[src/rtl/imm_extend_stage_if.sv]
// Fetch-side and ALU-side handshake bundle for the immediate extend stage.
interface imm_extend_stage_if #(
  parameter int DATA_W = 32
);
  logic              in_valid;
  logic              in_ready;
  logic [DATA_W-1:0] in_instr;
  logic              flush;
  logic              out_valid;
  logic              out_ready;
  logic [3:0]        out_opcode;
  logic [4:0]        out_rs;
  logic [4:0]        out_rt;
  logic [4:0]        out_rd;
  logic              out_extend;
  logic [DATA_W-1:0] out_imm;
  logic [7:0]        out_drop_cnt;

  modport master (
    output in_valid, in_instr, flush, out_ready,
    input  in_ready, out_valid, out_opcode, out_rs, out_rt, out_rd,
           out_extend, out_imm, out_drop_cnt
  );

  modport slave (
    input  in_valid, in_instr, flush, out_ready,
    output in_ready, out_valid, out_opcode, out_rs, out_rt, out_rd,
           out_extend, out_imm, out_drop_cnt
  );
endinterface

[src/rtl/imm_extend_stage.sv]
// Decode/extend stage: splits the instruction and sign/zero-extends its immediate.
// One-cycle latency; 2-entry skid (OUT + SKID) keeps in_ready a pure register.
module imm_extend_stage #(
  parameter int          DATA_W    = 32,
  parameter int          IMM_W     = 16,
  parameter logic [15:0] SIGN_MASK = 16'h028C
) (
  input  logic             clk,
  input  logic             rst_n,
  imm_extend_stage_if.slave bus
);

  typedef struct packed {
    logic [3:0]        opcode;
    logic [4:0]        rs;
    logic [4:0]        rt;
    logic [4:0]        rd;
    logic              extend;
    logic [DATA_W-1:0] imm;
  } entry_t;

  typedef enum logic [1:0] {S_EMPTY, S_ONE, S_FULL} state_t;

  state_t r_state;
  state_t w_state_nxt;
  entry_t r_out;
  entry_t r_skid;
  entry_t w_new;
  logic   r_in_rdy;
  logic [7:0] r_drop_cnt;

  logic       w_in_xfer;
  logic       w_out_xfer;
  logic       w_ld_out_new;
  logic       w_ld_out_skid;
  logic       w_ld_skid;
  logic [1:0] w_drop_n;
  logic [8:0] w_drop_sum;
  logic       w_extend;
  logic       w_unused_bits;

  assign w_in_xfer  = bus.in_valid & r_in_rdy;
  assign w_out_xfer = (r_state != S_EMPTY) & bus.out_ready;

  assign w_extend = SIGN_MASK[bus.in_instr[DATA_W-1 -: 4]];
  assign w_unused_bits = ^bus.in_instr[27:26];

  always_comb begin
    w_new        = '0;
    w_new.opcode = bus.in_instr[DATA_W-1 -: 4];
    w_new.rs     = bus.in_instr[25:21];
    w_new.rt     = bus.in_instr[20:16];
    w_new.rd     = bus.in_instr[15:11];
    w_new.extend = w_extend;
    w_new.imm    = {{(DATA_W-IMM_W){w_extend & bus.in_instr[IMM_W-1]}},
                    bus.in_instr[IMM_W-1:0]};
  end

  always_ff @(posedge clk or negedge rst_n) begin
    if (!rst_n) r_state <= S_EMPTY;
    else        r_state <= w_state_nxt;
  end

  always_comb begin
    w_state_nxt = r_state;
    if (bus.flush) begin
      w_state_nxt = S_EMPTY;
    end else begin
      case (r_state)
        S_EMPTY: if (w_in_xfer) w_state_nxt = S_ONE;
        S_ONE: begin
          if (w_in_xfer && !w_out_xfer)      w_state_nxt = S_FULL;
          else if (!w_in_xfer && w_out_xfer) w_state_nxt = S_EMPTY;
        end
        S_FULL:  if (w_out_xfer) w_state_nxt = S_ONE;
        default: w_state_nxt = S_EMPTY;
      endcase
    end
  end

  // An entry leaving downstream in the flush cycle is delivered, not dropped.
  always_comb begin
    w_ld_out_new  = 1'b0;
    w_ld_out_skid = 1'b0;
    w_ld_skid     = 1'b0;
    w_drop_n      = 2'd0;
    if (bus.flush) begin
      case (r_state)
        S_ONE:   w_drop_n = w_out_xfer ? 2'd0 : 2'd1;
        S_FULL:  w_drop_n = w_out_xfer ? 2'd1 : 2'd2;
        default: w_drop_n = 2'd0;
      endcase
    end else begin
      case (r_state)
        S_EMPTY: w_ld_out_new = w_in_xfer;
        S_ONE: begin
          w_ld_out_new = w_in_xfer & w_out_xfer;
          w_ld_skid    = w_in_xfer & ~w_out_xfer;
        end
        S_FULL:  w_ld_out_skid = w_out_xfer;
        default: w_ld_out_new = 1'b0;
      endcase
    end
  end

  assign w_drop_sum = {1'b0, r_drop_cnt} + {7'd0, w_drop_n};

  always_ff @(posedge clk or negedge rst_n) begin
    if (!rst_n) begin
      r_out      <= '0;
      r_skid     <= '0;
      r_in_rdy   <= 1'b1;
      r_drop_cnt <= 8'd0;
    end else begin
      if (w_ld_out_new)       r_out <= w_new;
      else if (w_ld_out_skid) r_out <= r_skid;
      if (w_ld_skid)          r_skid <= w_new;
      r_in_rdy   <= (w_state_nxt != S_FULL);
      r_drop_cnt <= w_drop_sum[8] ? 8'hFF : w_drop_sum[7:0];
    end
  end

  assign bus.in_ready     = r_in_rdy;
  assign bus.out_valid    = (r_state != S_EMPTY);
  assign bus.out_opcode   = r_out.opcode;
  assign bus.out_rs       = r_out.rs;
  assign bus.out_rt       = r_out.rt;
  assign bus.out_rd       = r_out.rd;
  assign bus.out_extend   = r_out.extend;
  assign bus.out_imm      = r_out.imm;
  assign bus.out_drop_cnt = r_drop_cnt;

endmodule

[src/flat_wrapper.sv]
// flat-port wrapper written by rule: the top's interface ports become plain ports
module imm_extend_stage_flat 
#(
  parameter int          DATA_W    = 32,
  parameter int          IMM_W     = 16,
  parameter logic [15:0] SIGN_MASK = 16'h028C
)
  (clk, rst_n, bus_in_valid, bus_in_instr, bus_flush, bus_out_ready, bus_in_ready, bus_out_valid, bus_out_opcode, bus_out_rs, bus_out_rt, bus_out_rd, bus_out_extend, bus_out_imm, bus_out_drop_cnt);
  imm_extend_stage_if #(.DATA_W(DATA_W)) bus_i ();
  input  logic clk;
  input  logic rst_n;
  input wire logic [$bits(bus_i.in_valid)-1:0] bus_in_valid;
  input wire logic [$bits(bus_i.in_instr)-1:0] bus_in_instr;
  input wire logic [$bits(bus_i.flush)-1:0] bus_flush;
  input wire logic [$bits(bus_i.out_ready)-1:0] bus_out_ready;
  output wire logic [$bits(bus_i.in_ready)-1:0] bus_in_ready;
  output wire logic [$bits(bus_i.out_valid)-1:0] bus_out_valid;
  output wire logic [$bits(bus_i.out_opcode)-1:0] bus_out_opcode;
  output wire logic [$bits(bus_i.out_rs)-1:0] bus_out_rs;
  output wire logic [$bits(bus_i.out_rt)-1:0] bus_out_rt;
  output wire logic [$bits(bus_i.out_rd)-1:0] bus_out_rd;
  output wire logic [$bits(bus_i.out_extend)-1:0] bus_out_extend;
  output wire logic [$bits(bus_i.out_imm)-1:0] bus_out_imm;
  output wire logic [$bits(bus_i.out_drop_cnt)-1:0] bus_out_drop_cnt;
  assign bus_i.in_valid = bus_in_valid;
  assign bus_i.in_instr = bus_in_instr;
  assign bus_i.flush = bus_flush;
  assign bus_i.out_ready = bus_out_ready;
  assign bus_in_ready = bus_i.in_ready;
  assign bus_out_valid = bus_i.out_valid;
  assign bus_out_opcode = bus_i.out_opcode;
  assign bus_out_rs = bus_i.out_rs;
  assign bus_out_rt = bus_i.out_rt;
  assign bus_out_rd = bus_i.out_rd;
  assign bus_out_extend = bus_i.out_extend;
  assign bus_out_imm = bus_i.out_imm;
  assign bus_out_drop_cnt = bus_i.out_drop_cnt;
  imm_extend_stage #(.DATA_W(DATA_W), .IMM_W(IMM_W), .SIGN_MASK(SIGN_MASK)) u_core (.clk(clk), .rst_n(rst_n), .bus(bus_i));
endmodule
[config.mk]
export PLATFORM = sky130hd
export DESIGN_NAME = imm_extend_stage_flat
export DESIGN_NICKNAME = d
export VERILOG_FILES = /design/src/rtl/imm_extend_stage_if.sv /design/src/rtl/imm_extend_stage.sv /design/src/flat_wrapper.sv
export SDC_FILE = /design/constraint.sdc
export NUM_CORES = 1
export LEC_CHECK = 0
export ABC_AREA = 1
export CORE_ASPECT_RATIO = 1.4
export CORE_UTILIZATION = 30
export DETAILED_ROUTE_END_ITERATION = 16
export SETUP_SLACK_MARGIN = 0.4
export SYNTH_ARGS = -nofsm -noshare
export SYNTH_HDL_FRONTEND = slang
export SYNTH_SLANG_ARGS = --single-unit
[constraint.sdc]
create_clock -name clk -period 2.8 [get_ports clk]
set_input_delay 0.56 -clock clk [delete_from_list [all_inputs] [get_ports clk]]
set_output_delay 0.56 -clock clk [all_outputs]
set_load 0.1 [all_outputs]
==> summary by stage <==
Floorplanning
The placeable core region is 10980 sq um. Row generation in the floorplan step produced 45 rows. The die covers 11820 sq um. Measured along the y axis, the die boundary spans 128.3 um.

The effective utilization at floorplan is 31.11%. Pin placement for this block handled 99 I/O pins. The die extent in x is 92.18 um.

Worst setup path
The highest net fanout along the worst path is 7. Counting stages on the worst path, the most repeated cell is nor2_2. The critical path starts at bus_out_ready. The number of buffers and inverters on the critical path is 4.

The family with the most delay on the worst path is simple AND/OR/NAND/NOR gates. The standard cell with the maximum stage delay on the critical path is fa_2. At the worst endpoint, the arrival time is 2460 ps. The critical path required time is 3050 ps. STA classifies the critical path startpoint as an input port.

The largest stage delay on the critical path is 340 ps. The critical path is of the in -> reg type. The worst setup path is captured at a flop.

The signal on the critical path passes through dlygate4sd2_1 > inv_2 > nand2_1 > nor2_2 > inv_2 > a21oi_2 > ha_2 > inv_1 > fa_2 > nor2_2 > nand2_1 > nor2_2 > nand2_2 > o21ai_0. The worst register-to-register path begins at u_core.r_state[1].

Placement
In this run the tool buffered the top-level ports with 96 buffer cells. The post-placement worst setup slack is -69.74 ps. The final RePlAce weighted congestion is 0.8241.

The estimated wirelength of the detail-placed design is 5143 um. Once placement finished, the instance area stood at 4159 sq um.

Drt
The amount of wire on met2 after detailed routing is 4026 um. The average routed wire per standard cell is 12.66 um. The post-detailed-route count of antenna-violating nets is 0.

The detailed-routing iteration count for the pre-antenna-repair pass is 4. The per-cell via count in the routed design is 4.368. In the detailed route, the total length drawn on met3 is 328 um. In the final routing, the length of wire on met1 measures 3459 um. The number of DRC markers in iteration 0 is 131. After detailed routing, the number of remaining DRC violations is 0. The top routing layer in use is met4. Summing over every cut layer, the via total after detailed routing is 2769. The wire length reported by the detailed router is 8029 um.

Pwr
The power density over the cells is 994.1 nW/um^2. The analysis attributes to cell leakage a power of 2.300 nW. The worst-case IR drop observed on VDD is 433.1 uV.

Flow run
The count of max-cap constraint violations is 0.

Logic synthesis
The mean instance size in the synthesized netlist is 8.291 sq um. The post-synthesis cell type with the largest combined area is dfrtp_1. The net count after synthesis is 452.

Summing the sequential cell areas from Yosys gives 54.98% of the chip area. The cell count after synthesis is 412. After synthesis the cells add up to 3416 sq um.

Ranked by total cell area, the synthesized netlist is headed by dfrtp_1, nand2_1, nand3_1. Counting flops and latches in the post-synthesis netlist gives 75. The area fraction of the dominant cell type after synthesis is 54.21%.

Counting distinct cell types in the post-synthesis netlist gives 23. The count of synthesis-stage warnings from yosys is 0.

Clock tree
The maximum clock insertion buffer count is 2. TritonCTS created 9 clock buffers. The number of H-tree levels is 3. The register clock-pin slew on the reported worst setup and hold paths is 60 ps.

In this run the clock root is driven by a clkbuf_16. The clock latency at the later pin of the worst-skew pair is 340 ps. In this run the post-CTS setup repair buffer count came out at 0. TritonCTS built the clock tree.

The clock net in this run drives a total of 75 sinks.

Global routing
Entering global routing, the biggest net connects 76 pins. The initial antenna violation count is 0. The total overflow left after global routing is 0. The total routing usage reported by global routing is 14.27%.

The number of global-route vias before repair is 2614. The global-route wire length before repair is 12920 um.

Layout
The area of the multi-input gates is 1201 sq um. The repair_antennas step left the layout with diodes totalling 0. From synthesis to final layout, the design area changed by 30.84%. The post-route standard cell area excluding fillers is 4469 sq um. The number of filler cells placed in the layout is 1139. The most frequent standard cell in the layout excluding fill and tap cells is nand2_1. The sequential cell area is 1878 sq um. In the final layout, the share of cells above drive strength 1 is 20.89%.

After the last flow step, the layout net total stands at 528. Leaving out fill and tap cells, the most frequent cells in the layout are nand2_1, dfrtp_1, buf_4, nand3_1, clkdlybuf4s50_1.

STA
Across the routed clock network, the largest skew measured is 7.516 ps. The count of final setup violators is 0. The final count of hold timing violations is 0. Setup slack on the critical path of the routed design comes to 589.2 ps. In this run the tightest slew margin relative to its limit is 36.70%. The number of max-slew violations in the final report is 0. For this run, the top clock speed supported by timing is 0.4523 GHz.

Setup repair after global routing left no endpoint under its margin. The pin slew with the least headroom to its limit is 949.5 ps. The worst path in the final design needs a cycle of 2211 ps, including I/O delays and setup. In the finished design, the share of the clock period the worst path needs comes to 78.96%.

Min path
In this run the worst hold path is classified as in -> async.

Status
The run finished with clean final reports.
==> cells by family (layout without fill, tap and decap cells) <==
family | count (synthesis) | after routing | synth area share (%)
AO/OA/AOI/OAI | 13 | 13 | 1.978
XOR/XNOR | 1 | 1 | 0.2565
adder cells (fa/ha/maj) | 3 | 3 | 1.319
buffers and inverters | 58 | 139 | 10.33
flip-flops | 75 | 75 | 54.98
AND/OR/NAND/NOR | 262 | 262 | 31.14
==> metrics by stage <==
step | TNS (ps) | util (%) | cells | hold WS [ps] | total power [mW]
floorplan | 0 | - | 412 | 264.4 | 2.967
global placement | 0 | 37.88 | 618 | 452.8 | 3.299
detailed placement | -318.7 | 37.88 | 618 | 458.9 | 3.319
CTS | 0 | 40.60 | 634 | 414.5 | 4.489
global route | 0 | 40.71 | 634 | 473.7 | 4.639
finish | 0 | 40.71 | 634 | 365.7 | 4.443
==> timing repair <==
item | 4_1_cts | 5_1_grt
endpoints found under the setup margin | 7 | 1
resized for setup | 3 | 4
hold buffers | 0 | 0
pin swaps | 1 | 4
==> worst paths after layout <==
kind	slack (ps)	end	depth (start not counted)
worst max-delay path	590	u_core.bus.out_drop_cnt[4]	14
worst min-delay path	370	u_core.bus.out_imm[4]	1
worst max register to register	700	u_core.bus.out_drop_cnt[4]	12
worst min register to register	470	u_core.r_skid[46]	2
max in group asynchronous	1810	u_core.bus.out_drop_cnt[2]	1
min in group clk	470	u_core.r_skid[46]	2
==> final cells by class <==
cell class                      count  share of cell area, %
Sequential cell                    75                  42.02
Inverter                           23                  1.932
Clock buffer                       11                  5.207
Multi-Input combinational cell    279                  26.88
Timing Repair Buffer              100                  18.62
Clock inverter                      5                  1.400
Tap cell                          141                  3.947
==> cell usage after synthesis, drive strengths merged <==
cell	number
or2	3
a21oi	4
a31oi	2
ha	2
nand4	1
nor2	11
dfrtp	74
dfstp	1
xor2	1
nand3	40
inv	23
nand2	207
o21ai	7
buf	35
fa	1
==> state kept, by name, summed over array words and instances (netlist names) <==
name and cells:
u_core.r_skid 32, u_core.bus.out_drop_cnt 8, u_core.bus.out_opcode 4, u_core.bus.out_rt 5, u_core.r_state 2, u_core.bus.out_imm 17
u_core.bus.in_ready 1, u_core.bus.out_rs 5, u_core.bus.out_extend 1
==> power breakdown <==
| part | leakage [nW] | internal [mW] | total [mW] | switching (mW) |
|---|---|---|---|---|
| logic | 1.22 | 0.359 | 1.83 | 1.47 |
| registers | 0.943 | 1.31 | 1.46 | 0.150 |
| clock network | 0.136 | 0.695 | 1.15 | 0.457 |
==> worst register-to-register path, delay by kind of cell (launching register included) <==
family	cells	cell delay (ps)
fa+ha+maj	2	530
compound gates	2	250
buf+inv	2	130
simple gates	6	710
flops	1	400
==> routing by layer <==
metal	up-vias	global-route usage [%]
met5	-	0
met4	0	7.077
met3	13	3.025
met2	66	23.62
met1	1286	17.58
li1	1404	-
(Power assumes the default switching activity.)
